`config.mk`:
```
export PLATFORM = sky130hd
export DESIGN_NAME = dual_master_bus_arbiter_flat
export DESIGN_NICKNAME = d
export VERILOG_FILES = /design/src/rtl/dual_master_bus_arbiter_if.sv /design/src/rtl/dual_master_bus_arbiter.sv /design/src/flat_wrapper.sv
export SDC_FILE = /design/constraint.sdc
export NUM_CORES = 1
export LEC_CHECK = 0
export BUFFER_PORTS_ARGS = -buffer_cell sky130_fd_sc_hd__buf_2
export CAP_MARGIN = 20
export CORE_MARGIN = 2
export CORE_UTILIZATION = 54
export DETAILED_ROUTE_END_ITERATION = 16
export HOLD_SLACK_MARGIN = 0.15
export PLACE_DENSITY = 0.79
export SETUP_SLACK_MARGIN = 0.3
export SYNTH_ARGS = -nofsm -noshare
export SYNTH_HDL_FRONTEND = slang
export SYNTH_SLANG_ARGS = --single-unit
export TNS_END_PERCENT = 10
```
`constraint.sdc`:
```
create_clock -name clk -period 2.5 [get_ports clk]
set_input_delay 0.75 -clock clk [delete_from_list [all_inputs] [get_ports clk]]
set_output_delay 0.75 -clock clk [all_outputs]
set_load 0.02 [all_outputs]
```
`src/rtl/dual_master_bus_arbiter_if.sv`:
```
// Bus-side signal bundle for dual_master_bus_arbiter: master requests and split
// control toward the arbiter, grants, ownership and split status back out.
interface dual_master_bus_arbiter_if;
    logic       m1_request;
    logic       m2_request;
    logic       slave_split;
    logic       split_resume;
    logic       split_resume_id;
    logic       m1_grant;
    logic       m2_grant;
    logic [1:0] bus_owner;
    logic       m1_split_pending;
    logic       m2_split_pending;
    logic [1:0] arb_state;

    // The arbiter takes the master modport; the requesting side takes slave.
    modport master (
        input  m1_request, m2_request, slave_split, split_resume, split_resume_id,
        output m1_grant, m2_grant, bus_owner, m1_split_pending, m2_split_pending, arb_state
    );

    modport slave (
        output m1_request, m2_request, slave_split, split_resume, split_resume_id,
        input  m1_grant, m2_grant, bus_owner, m1_split_pending, m2_split_pending, arb_state
    );
endinterface

```
`src/rtl/dual_master_bus_arbiter.sv`:
```
// Two-master bus arbiter with split/resume parking, tenure limit and turnaround gap.
// Define ARB_ROUND_ROBIN_EN to break IDLE ties toward the least recently granted master.
module dual_master_bus_arbiter #(
    parameter int MAX_HOLD   = 16,
    parameter int TURNAROUND = 1
) (
    input logic                       clk,
    input logic                       reset,
    dual_master_bus_arbiter_if.master bus
);
    typedef enum logic [1:0] {
        IDLE     = 2'd0,
        GRANT_M1 = 2'd1,
        GRANT_M2 = 2'd2,
        TURN     = 2'd3
    } arbState_t;

    localparam logic [7:0] HOLD_LAST = 8'(MAX_HOLD - 1);
    localparam logic [1:0] TURN_LAST = 2'(TURNAROUND - 1);

    arbState_t  state_q;
    logic [7:0] holdCount_q;
    logic [1:0] turnCount_q;
    logic       m1Pend_q, m2Pend_q, m1Pend_d, m2Pend_d;
    logic       m1ResPri_q, m2ResPri_q, m1ResPri_d, m2ResPri_d;
    logic       yieldM1_q, yieldM2_q;
    logic       m1Grant_q, m2Grant_q;
    logic [1:0] busOwner_q;
`ifdef ARB_ROUND_ROBIN_EN
    logic       lastOwnerM2_q;
`endif

    logic eff1, eff2, resume1, resume2, split1, split2;
    logic preempt1, preempt2, release1, release2;
    logic tieToM1, pickM1, pickM2;

    always_comb begin
        eff1     = bus.m1_request & ~m1Pend_q;
        eff2     = bus.m2_request & ~m2Pend_q;
        resume1  = bus.split_resume & ~bus.split_resume_id;
        resume2  = bus.split_resume & bus.split_resume_id;
        split1   = (state_q == GRANT_M1) & bus.slave_split;
        split2   = (state_q == GRANT_M2) & bus.slave_split;
        preempt1 = (state_q == GRANT_M1) & (holdCount_q >= HOLD_LAST) & eff2;
        preempt2 = (state_q == GRANT_M2) & (holdCount_q >= HOLD_LAST) & eff1;
        release1 = (state_q == GRANT_M1) & (~bus.m1_request | bus.slave_split | preempt1);
        release2 = (state_q == GRANT_M2) & (~bus.m2_request | bus.slave_split | preempt2);

`ifdef ARB_ROUND_ROBIN_EN
        tieToM1 = lastOwnerM2_q;
`else
        tieToM1 = 1'b1;
`endif
        // A master just preempted for tenure yields the following tie so the bus hands over.
        if (yieldM1_q) begin
            tieToM1 = 1'b0;
        end else if (yieldM2_q) begin
            tieToM1 = 1'b1;
        end

        pickM1 = eff1 & (m1ResPri_q | (~(m2ResPri_q & eff2) & (~eff2 | tieToM1)));
        pickM2 = eff2 & ~pickM1;

        // A resume landing on the same edge as a split cancels it.
        m1Pend_d   = (m1Pend_q | split1) & ~resume1;
        m2Pend_d   = (m2Pend_q | split2) & ~resume2;
        m1ResPri_d = m1ResPri_q | (resume1 & (m1Pend_q | split1));
        m2ResPri_d = m2ResPri_q | (resume2 & (m2Pend_q | split2));
        if ((state_q == IDLE) && pickM1) begin
            m1ResPri_d = 1'b0;
        end
        if ((state_q == IDLE) && pickM2) begin
            m2ResPri_d = 1'b0;
        end
    end

    always_ff @(posedge clk or negedge reset) begin
        if (!reset) begin
            state_q       <= IDLE;
            holdCount_q   <= '0;
            turnCount_q   <= '0;
            m1Pend_q      <= 1'b0;
            m2Pend_q      <= 1'b0;
            m1ResPri_q    <= 1'b0;
            m2ResPri_q    <= 1'b0;
            yieldM1_q     <= 1'b0;
            yieldM2_q     <= 1'b0;
            m1Grant_q     <= 1'b0;
            m2Grant_q     <= 1'b0;
            busOwner_q    <= 2'd0;
`ifdef ARB_ROUND_ROBIN_EN
            lastOwnerM2_q <= 1'b1;
`endif
        end else begin
            m1Pend_q   <= m1Pend_d;
            m2Pend_q   <= m2Pend_d;
            m1ResPri_q <= m1ResPri_d;
            m2ResPri_q <= m2ResPri_d;
            case (state_q)
                IDLE: begin
                    if (pickM1 | pickM2) begin
                        state_q       <= pickM1 ? GRANT_M1 : GRANT_M2;
                        m1Grant_q     <= pickM1;
                        m2Grant_q     <= pickM2;
                        busOwner_q    <= pickM1 ? 2'd1 : 2'd2;
                        holdCount_q   <= '0;
                        yieldM1_q     <= 1'b0;
                        yieldM2_q     <= 1'b0;
`ifdef ARB_ROUND_ROBIN_EN
                        lastOwnerM2_q <= pickM2;
`endif
                    end
                end
                GRANT_M1, GRANT_M2: begin
                    if (release1 | release2) begin
                        state_q     <= (TURNAROUND == 0) ? IDLE : TURN;
                        turnCount_q <= '0;
                        m1Grant_q   <= 1'b0;
                        m2Grant_q   <= 1'b0;
                        busOwner_q  <= 2'd0;
                        yieldM1_q   <= preempt1;
                        yieldM2_q   <= preempt2;
                    end else if (holdCount_q != 8'hFF) begin
                        holdCount_q <= holdCount_q + 8'd1;
                    end
                end
                TURN: begin
                    if (turnCount_q == TURN_LAST) begin
                        state_q <= IDLE;
                    end else begin
                        turnCount_q <= turnCount_q + 2'd1;
                    end
                end
                default: state_q <= IDLE;
            endcase
        end
    end

    assign bus.m1_grant         = m1Grant_q;
    assign bus.m2_grant         = m2Grant_q;
    assign bus.bus_owner        = busOwner_q;
    assign bus.m1_split_pending = m1Pend_q;
    assign bus.m2_split_pending = m2Pend_q;
    assign bus.arb_state        = state_q;
endmodule

```
`src/flat_wrapper.sv`:
```
// flat-port wrapper written by rule: the top's interface ports become plain ports
module dual_master_bus_arbiter_flat 
#(
    parameter int MAX_HOLD   = 16,
    parameter int TURNAROUND = 1
)
  (clk, reset, bus_m1_request, bus_m2_request, bus_slave_split, bus_split_resume, bus_split_resume_id, bus_m1_grant, bus_m2_grant, bus_bus_owner, bus_m1_split_pending, bus_m2_split_pending, bus_arb_state);
  dual_master_bus_arbiter_if bus_i ();
  input logic clk;
  input logic reset;
  input wire logic [$bits(bus_i.m1_request)-1:0] bus_m1_request;
  input wire logic [$bits(bus_i.m2_request)-1:0] bus_m2_request;
  input wire logic [$bits(bus_i.slave_split)-1:0] bus_slave_split;
  input wire logic [$bits(bus_i.split_resume)-1:0] bus_split_resume;
  input wire logic [$bits(bus_i.split_resume_id)-1:0] bus_split_resume_id;
  output wire logic [$bits(bus_i.m1_grant)-1:0] bus_m1_grant;
  output wire logic [$bits(bus_i.m2_grant)-1:0] bus_m2_grant;
  output wire logic [$bits(bus_i.bus_owner)-1:0] bus_bus_owner;
  output wire logic [$bits(bus_i.m1_split_pending)-1:0] bus_m1_split_pending;
  output wire logic [$bits(bus_i.m2_split_pending)-1:0] bus_m2_split_pending;
  output wire logic [$bits(bus_i.arb_state)-1:0] bus_arb_state;
  assign bus_i.m1_request = bus_m1_request;
  assign bus_i.m2_request = bus_m2_request;
  assign bus_i.slave_split = bus_slave_split;
  assign bus_i.split_resume = bus_split_resume;
  assign bus_i.split_resume_id = bus_split_resume_id;
  assign bus_m1_grant = bus_i.m1_grant;
  assign bus_m2_grant = bus_i.m2_grant;
  assign bus_bus_owner = bus_i.bus_owner;
  assign bus_m1_split_pending = bus_i.m1_split_pending;
  assign bus_m2_split_pending = bus_i.m2_split_pending;
  assign bus_arb_state = bus_i.arb_state;
  dual_master_bus_arbiter #(.MAX_HOLD(MAX_HOLD), .TURNAROUND(TURNAROUND)) u_core (.clk(clk), .reset(reset), .bus(bus_i));
endmodule
```
==> results.yml, run 1 <==
status:
  status: "completed"
yosys:
  synth_edf_count: 0
  synth_cell_types: 44
  yosys_warnings: 0
  postSynthNetCount: 145
  ys_ff_latch: 20
  synth.cells.most_frequent: "dfrtp_1, nand2_1, nand3_1, nor2_1, inv_1"
  synth_area_leaders: "dfrtp_1, ha_1, nand2_1"
  yosysMostFrequentCell: "dfrtp_1"
  syn_area_um2: 1270
  yosysTopAreaCell: "dfrtp_1"
  ys.flop_type: "dfrtp_1"
  async_flop_share_pct: 100
  syn_avg_cell_area_um2: 9.60
  yosysSeqAreaShare_pct: 39.5
  synthCells: 132
  synth_top_area_share_pct: 39.5
worst_setup_path:
  r2r_start: "u_core.holdCount_q[0]"
  r2r_end: "u_core.holdCount_q[5]"
  critPathCaptureType: "flop"
  reg2reg_slack_ns: 0.41
  arrival_ns: 2.31
  path_cells: "ha_1 -> nand3_1 -> a22o_4 -> nand3_2 -> or3_1 -> o311ai_1"
  setup.worst_path.class: "reg -> reg"
  cp_max_fo: 11
  crit_slowest_cell: "dfrtp_1"
  start_kind: "flop"
  cp.required_ns: 2.71
  worst-r2r-cell-count: 6
  max_stage_delay_ns: 0.46
layout:
  drive_gt1_share_pct: 19.2
  antenna_cells: 0
  nets: 160
  areaGrowthSynthToFinish_pct: 10.7
floorplan:
  io_pins: 15
  core_um2: 2210
  die_w_um: 52.4
  die_h_um: 52.4
  die_area_um2: 2750
  initial_core_util_pct: 57.3
  num_rows: 17
place:
  numPortBuffers: 14
  place_congestion: 0.865
  hpwl_um: 2020
timing:
  setup_viol: 0
  fin_skew_ns: 0.0117
  relSlewSlack_pct: 69.8
  hold_viol_final: 0
  fin_hold_ws_ns: 0.368
  worst_pin_slew_ns: 0.453
  finalSetupTns_ns: 0
  rsz0062_at_grt: "no"
  period_share_pct: 83.7
  fmax_mhz: 478
  slew_violations: 0
  fin_crit_ns: 2.09
route:
  vias: 1049
  post_drt_wl_per_cell_um: 15.0
  drt_iter0_drc: 21
  drc: 0
  drtAntennaViolNets: 0
  wirelength_um: 2610
  viasPerCell: 6.03
  dr.pass1.iters: 4
cts:
  cts-resized-gates: 0
  cts_tree: "yes"
  htreeDepth: 1
  clkTransAtPathRegs_ns: 0.12
  clock_latency_ns: 0.30
  cts_setup_buffers: 0
  cts_buffers: 3
  ctsHoldBuffers: 0
  clk_path_buf_depth: 2
  ctsRootBufferMaster: "clkbuf_4"
  cts.sinks: 20
global_routing:
  overflow: 0
  track_usage_pct: 21.8
  grt_antenna_before_repair: 0
  grt_pass1_wl_um: 4400
  first_global_vias: 1024
  grt_max_degree: 21
power_and_ir_drop:
  max-vdd-ir-drop_uv: 823
  power-per-cell-area_nw_per_um2: 1220
  leakage_nw: 0.686
  power_mw: 1.70
min_path:
  worstHoldPathType: "in -> async"
flow_run:
  maxCapViolations: 0
[worst max path at each step]
stage | endpoint | cells past startpoint | startpoint
after detailed placement | u_core.holdCount_q[5] | 6 | bus_slave_split
after global routing | u_core.holdCount_q[5] | 6 | u_core.holdCount_q[0]
final | u_core.holdCount_q[5] | 6 | u_core.holdCount_q[0]
after CTS | u_core.holdCount_q[5] | 6 | u_core.holdCount_q[0]
after floorplan | u_core.holdCount_q[3] | 6 | bus_m2_request
after global placement | u_core.holdCount_q[5] | 6 | bus_slave_split
[metal layers]
| layer | global-route usage (%) | wire length (um) | share of wire [%] | up-vias |
|---|---|---|---|---|
| li1 | - | - | - | 527 |
| met1 | 28.4 | 1240 | 48 | 506 |
| met2 | 35.8 | 1280 | 49 | 12 |
| met3 | 2.57 | 51 | 2.0 | 4 |
| met4 | 9.83 | 29 | 1.1 | 0 |
| met5 | 0 | 0 | 0 | - |
[stage by stage]
| step | instance area (um^2) | cells | util [%] | worst slack (ns) |
|---|---|---|---|---|
| floorplan | 1270 | 132 | - | 0.423 |
| global placement | 1350 | 170 | 61.0 | 0.205 |
| detailed placement | 1350 | 170 | 61.0 | 0.130 |
| CTS | 1400 | 174 | 63.4 | 0.414 |
| global route | 1400 | 174 | 63.4 | 0.304 |
| finish | 1400 | 174 | 63.4 | 0.407 |
[registers in the layout, summed over array words and instances (netlist names)]
| name | flops |
|---|---|
| u_core.holdCount_q | 8 |
| u_core.bus.arb_state | 2 |
| u_core.bus.bus_owner | 2 |
| u_core.turnCount_q | 2 |
| u_core.bus.m1_split_pending | 1 |
| u_core.bus.m2_grant | 1 |
| u_core.bus.m2_split_pending | 1 |
| u_core.m1ResPri_q | 1 |
| u_core.m2ResPri_q | 1 |
| u_core.yieldM1_q | 1 |
[power by group]
part	switching (mW)	internal [mW]
combinational	0.608	0.332
clock	0.102	0.162
sequential	0.0846	0.416
[cell type report]
type,count,area (um^2)
well taps,28,35.0
multi-input cells,100,711
flip-flops and latches,20,500
repair buffers,15,77.6
clock inverters,1,30.0
inverters,7,26.3
clock buffers,3,22.5
fillers,197,810
[cells by family after synthesis]
| kind of cell | share of synthesized area (%) |
|---|---|
| AND/OR/NAND/NOR | 25.1 |
| adder cells (fa/ha/maj) | 5.92 |
| AO/OA/AOI/OAI | 24.3 |
| flip-flops | 39.5 |
| multiplexers | 0.790 |
| buffers and inverters | 4.44 |
[layout by cell type (no fill, tap or decap), types with 2 or more instances in the layout]
master	n
a41oi_1	2
nand3_1	8
a31oi_1	2
nor2b_1	3
nand4_1	3
o21ai_0	4
nand3b_1	2
a21o_1	4
nor2_1	8
or2b_1	2
a211o_1	2
inv_1	7
nor3_1	2
ha_1	6
or4_1	2
a21oi_1	5
nand2_1	11
clkbuf_4	3
dfrtp_1	20
a211oi_1	2
o311ai_0	3
buf_2	14
a22o_1	2
o211ai_1	3
nand2b_1	6
[worst max-delay path, delay by kind of cell, from the launching register on]
family | cells | cell delay [ns]
and+or+nand+nor | 3 | 0.79
AOI/OAI and AO/OA | 2 | 0.47
DFF | 1 | 0.46
adders and majority gates | 1 | 0.29
Power figures use the tool's default switching activity.
==> run 2, diff against run 1 <==
Clock period 2.5 ns to 2.1 ns, I/O delays scaled along.
==> results.yml, run 2 (synthesis gave the netlist of run 1 again) <==
timing:
  relSlewSlack_pct: 70.5
  fmax_mhz: 552
  slew_violations: 0
  finalSetupTns_ns: 0
  setup_viol: 0
  rsz0062_at_grt: "yes"
  worst_pin_slew_ns: 0.442
  period_share_pct: 86.3
  fin_crit_ns: 1.81
  hold_viol_final: 0
  fin_hold_ws_ns: 0.253
  fin_skew_ns: 0.00152
cts:
  ctsHoldBuffers: 0
  clock_latency_ns: 0.30
  clkTransAtPathRegs_ns: 0.11
  cts_tree: "yes"
  ctsRootBufferMaster: "clkbuf_4"
  htreeDepth: 1
  cts.sinks: 20
  cts_buffers: 3
  clk_path_buf_depth: 2
route:
  post_drt_wl_per_cell_um: 14.4
  drtAntennaViolNets: 0
  vias: 1120
  drc: 0
  viasPerCell: 6.09
  wirelength_um: 2660
  dr.pass1.iters: 4
  drt_iter0_drc: 23
global_routing:
  grt_pass1_wl_um: 4160
  grt_antenna_before_repair: 0
  first_global_vias: 976
  track_usage_pct: 20.7
  overflow: 0
  grt_max_degree: 21
layout:
  final_cell_mix: "dfrtp_1, buf_2, nand2_1, buf_4, nor2_1"
  nets: 170
  top_register: "u_core.holdCount_q"
  fill_cells: 168
  layout_commonest_cell: "dfrtp_1"
  final_cells: 184
  antenna_cells: 0
  drive_gt1_share_pct: 31.4
  largest_reg_flops: 8
  areaGrowthSynthToFinish_pct: 18.9
flow_run:
  maxCapViolations: 0
place:
  place_congestion: 0.863
  hpwl_um: 1960
  place_inst: 175
  numPortBuffers: 14
power_and_ir_drop:
  p_int_mw: 1.16
  combPwrFrac_pct: 62.5
  max-vdd-ir-drop_uv: 1130
  leakage_nw: 0.721
  p_sw_share_pct: 46.6
  power-per-cell-area_nw_per_um2: 1440
  p_switching_mw: 1.01
  power_frac_seq_pct: 27.1
  clkPwrFrac_pct: 10.3
worst_setup_path:
  setup.worst_path.class: "reg -> reg"
  r2r_end: "u_core.holdCount_q[5]"
  worst-r2r-cell-count: 6
  arrival_ns: 1.99
  cp.required_ns: 2.28
  critPathCaptureType: "flop"
  critPathCapture: "u_core.holdCount_q[5]"
  r2r_start: "u_core.holdCount_q[7]"
  cp_max_fo: 9
  start_kind: "flop"
  reg2reg_slack_ns: 0.29
  setup.worst_path.start: "u_core.holdCount_q[7]"
floorplan:
  die_area_um2: 2750
  io_pins: 15
  die_h_um: 52.4
  core_um2: 2210
  die_w_um: 52.4
  num_rows: 17
  initial_core_util_pct: 57.3
min_path:
  worstHoldPathType: "in -> async"
status:
  status: "completed"
run 2: cell count changes in the layout (fill, tap and decap cells not counted), sizes merged:
cell	previous run	this run
clkbuf	3	4
buf	15	25
bufinv	1	0
run 2: layout make-up:
class                   count  area [um^2]  share of cell area [%]
inverters                   7         26.3                    1.74
multi-input cells         100          751                    49.8
clock buffers               4         36.3                    2.41
well taps                  28         35.0                    2.33
flip-flops and latches     20          505                    33.6
repair buffers             25          153                    10.1
run 2: repair_timing:
item,CTS,global route
gates cloned,0,0
buffers inserted,1,4
setup endpoints to repair,13,16
resized for setup,2,10
pin swaps,0,2
run 2: worst min-delay path by stage:
stage                                  startpoint                      end  slack [ns]  cells after the start
after global routing                        reset    u_core.holdCount_q[5]        0.28                      1
after floorplan                             reset  u_core.bus.arb_state[0]        0.33                      0
final                                       reset    u_core.holdCount_q[3]        0.25                      1
after detailed placement  u_core.bus.bus_owner[1]  u_core.bus.bus_owner[1]        0.46                      1
after global placement    u_core.bus.bus_owner[1]  u_core.bus.bus_owner[1]        0.45                      1
after CTS                                   reset    u_core.holdCount_q[3]        0.26                      1
run 2: routing by layer:
metal  vias to the layer above  GRT usage [%]  part of all wire (%)
met3                         4           3.71                   4.0
met5                         -              0                     0
met2                        34           33.3                    49
met4                         0           11.5                   1.5
li1                        551              -                     -
met1                       531           26.1                    45
run 2: stage by stage:
stage / util, % / instance area (um^2) / setup slack [ns] / power, mW
6_report: 68.1 / 1510 / 0.287 / 2.17
4_1_cts: 65.3 / 1440 / 0.250 / 2.06
2_1_floorplan: - / 1280 / 0.262 / 1.47
5_1_grt: 68.1 / 1510 / 0.209 / 2.32
3_5_place_dp: 63.1 / 1400 / 0.0160 / 1.81
3_3_place_gp: 63.1 / 1400 / 0.0728 / 1.78
run 2: worst max-delay path, stage by stage (launching register included):
cell      delay [ns]
dfrtp_2         0.46
nor4_4          0.33
a22o_4          0.21
nand3_2         0.08
buf_4           0.18
o311ai_1        0.28
o311ai_1        0.15
run 2: power groups by stage:
stage	clock, mW	sequential [mW]	combinational, mW
after floorplan	0	0.665	0.803
after detailed placement	0	0.608	1.20
after CTS	0.230	0.592	1.24
final	0.224	0.589	1.36
after global routing	0.245	0.602	1.47
after global placement	0	0.600	1.18
==> run 3, diff against run 2 <==
Settings changed: ABC_AREA from default to 1.
==> results.yml, run 3 <==
status:
  status: "completed"
timing:
  fin_skew_ns: 0.00367
  setup_viol: 0
  worst_pin_slew_ns: 0.430
  fin_hold_ws_ns: 0.252
  fmax_mhz: 600
  rsz0062_at_grt: "no"
  relSlewSlack_pct: 71.3
  finalSetupTns_ns: 0
  period_share_pct: 79.3
  hold_viol_final: 0
  fin_crit_ns: 1.67
  slew_violations: 0
worst_setup_path:
  start_kind: "flop"
  critPathCaptureType: "flop"
  cp.required_ns: 2.30
  reg2reg_slack_ns: 0.43
  cp_num_buf_inv: 0
  r2r_start: "u_core.holdCount_q[1]"
  cp_max_fo: 9
  worst_path_most_repeated_cell: "nand2_1"
  max_stage_delay_ns: 0.42
  setup.worst_path.class: "reg -> reg"
  r2r_end: "u_core.holdCount_q[2]"
  crit_slowest_cell: "dfrtp_1"
  worst-r2r-cell-count: 11
  crit_family: "simple AND/OR/NAND/NOR gates"
  arrival_ns: 1.87
  path_cells: "ha_1 -> nand3_2 -> nand3_2 -> nand2_1 -> nand2_1 -> nand2_2 -> nand3_2 -> nand2_4 -> nand2_4 -> nand2_1 -> nand2_1"
route:
  viasPerCell: 5.20
  wirelength_um: 2470
  wl_met3_um: 104
  met1_length_um: 1090
  drt_iter0_drc: 22
  drc: 0
  dr.pass1.iters: 4
  drtAntennaViolNets: 0
  highest_layer: "met4"
  vias: 1118
  route.met2.wl_um: 1240
  post_drt_wl_per_cell_um: 11.5
cts:
  cts_buffers: 3
  ctsRootBufferMaster: "clkbuf_4"
  clk_path_buf_depth: 2
  clkTransAtPathRegs_ns: 0.11
  ctsHoldBuffers: 0
  htreeDepth: 1
  clock_latency_ns: 0.30
  cts_tree: "yes"
  cts.sinks: 20
layout:
  areaGrowthSynthToFinish_pct: 11.2
  final_cell_mix: "nand2_1, inv_1, nor2_1, dfrtp_1"
  fill_cells: 207
  layout_commonest_cell: "nand2_1"
  multi_input_comb_area_um2: 639
  largest_reg_flops: 8
  antenna_cells: 0
  drive_gt1_share_pct: 20.3
  final_cells: 215
  seq_area_um2: 502
  nets: 201
  top_register: "u_core.holdCount_q"
yosys:
  yosysTopAreaCell: "dfrtp_1"
  synth_top_area_share_pct: 39.8
  yosys_warnings: 0
  syn_avg_cell_area_um2: 7.40
  synth_edf_count: 0
  synth_cell_types: 23
  synth_area_leaders: "dfrtp_1, nand2_1, inv_1"
  synthCells: 170
  postSynthNetCount: 183
  synth.cells.most_frequent: "nand2_1, inv_1, dfrtp_1, nor2_1, nand3_1"
  syn_area_um2: 1260
  ys.flop_type: "dfrtp_1"
  ys_ff_latch: 20
  yosysMostFrequentCell: "nand2_1"
  yosysSeqAreaShare_pct: 39.8
  async_flop_share_pct: 100
min_path:
  worstHoldPathType: "in -> async"
power_and_ir_drop:
  combPwrFrac_pct: 60.9
  clkPwrFrac_pct: 10.8
  p_switching_mw: 1.04
  p_int_mw: 1.01
  p_sw_share_pct: 50.9
  power_frac_seq_pct: 28.3
  leakage_nw: 0.795
  power-per-cell-area_nw_per_um2: 1470
  max-vdd-ir-drop_uv: 1070
place:
  hpwl_um: 1950
  place_inst: 210
  place_congestion: 0.836
  numPortBuffers: 14
floorplan:
  die_area_um2: 2730
  initial_core_util_pct: 56.8
  die_w_um: 52.3
  io_pins: 15
  core_um2: 2210
  die_h_um: 52.3
  num_rows: 17
global_routing:
  grt_antenna_before_repair: 0
  track_usage_pct: 22.6
  overflow: 0
  grt_max_degree: 21
  first_global_vias: 1134
  grt_pass1_wl_um: 4570
flow_run:
  maxCapViolations: 0
==> run 3: cell types whose count changed after synthesis, sizes merged, moves of 4 or more <==
| cell | delta |
|---|---|
| inv | +20 |
| nand2b | -6 |
| nand2 | +45 |
| o311ai | -4 |
| a21o | -4 |
| nor2 | +12 |
| nand3 | +10 |
==> run 3: metal layers <==
layer / up-vias / track usage, %
li1: 562 / -
met1: 518 / 27.7
met2: 33 / 38.0
met3: 5 / 3.14
met4: 0 / 12.4
met5: - / 0
==> run 3: metrics by stage <==
stage | util, % | setup slack [ns] | power (mW) | instance area [um^2]
2_1_floorplan | - | 0.536 | 1.57 | 1260
4_1_cts | 62.5 | 0.418 | 2.03 | 1380
3_3_place_gp | 60.9 | 0.417 | 1.76 | 1350
6_report | 63.2 | 0.434 | 2.05 | 1400
3_5_place_dp | 60.9 | 0.282 | 1.81 | 1350
5_1_grt | 63.2 | 0.290 | 2.27 | 1400
==> run 3: final cells by class <==
class | count | area share, %
Sequential cell | 20 | 35.9
Inverter | 27 | 7.25
Tap cell | 28 | 2.50
Timing Repair Buffer | 16 | 6.08
Multi-Input combinational cell | 120 | 45.7
Clock buffer | 4 | 2.59
==> run 3: logic make-up after synthesis <==
kind of cell / Yosys count / synth area share, %
DFF: 20 / 39.8
AOI/OAI and AO/OA: 13 / 5.87
and+or+nand+nor: 100 / 37.7
adders and majority gates: 6 / 5.97
xor gates and xnor gates: 1 / 0.697
buffers and inverters: 30 / 9.95
==> run 3: power groups by stage <==
| stage | sequential [mW] | clock, mW | combinational (mW) |
|---|---|---|---|
| 2_1_floorplan | 0.649 | 0 | 0.920 |
| 3_3_place_gp | 0.585 | 0 | 1.17 |
| 3_5_place_dp | 0.588 | 0 | 1.22 |
| 4_1_cts | 0.581 | 0.225 | 1.22 |
| 5_1_grt | 0.601 | 0.240 | 1.43 |
| 6_report | 0.580 | 0.222 | 1.25 |
==> run 3: worst max path at each step <==
stage | from | endpoint | cells after the start
5_1_grt | u_core.holdCount_q[1] | u_core.holdCount_q[6] | 11
6_report | u_core.holdCount_q[1] | u_core.holdCount_q[2] | 11
2_1_floorplan | u_core.bus.arb_state[0] | u_core.bus.bus_owner[0] | 10
4_1_cts | u_core.holdCount_q[0] | u_core.holdCount_q[2] | 9
3_3_place_gp | bus_m1_request | u_core.holdCount_q[1] | 10
3_5_place_dp | bus_m1_request | u_core.holdCount_q[2] | 10
==> run 3: what timing repair did <==
action | 4_1_cts | 5_1_grt
buffers inserted | 0 | 1
setup endpoints to repair | 0 | 2
resized for setup | 0 | 2
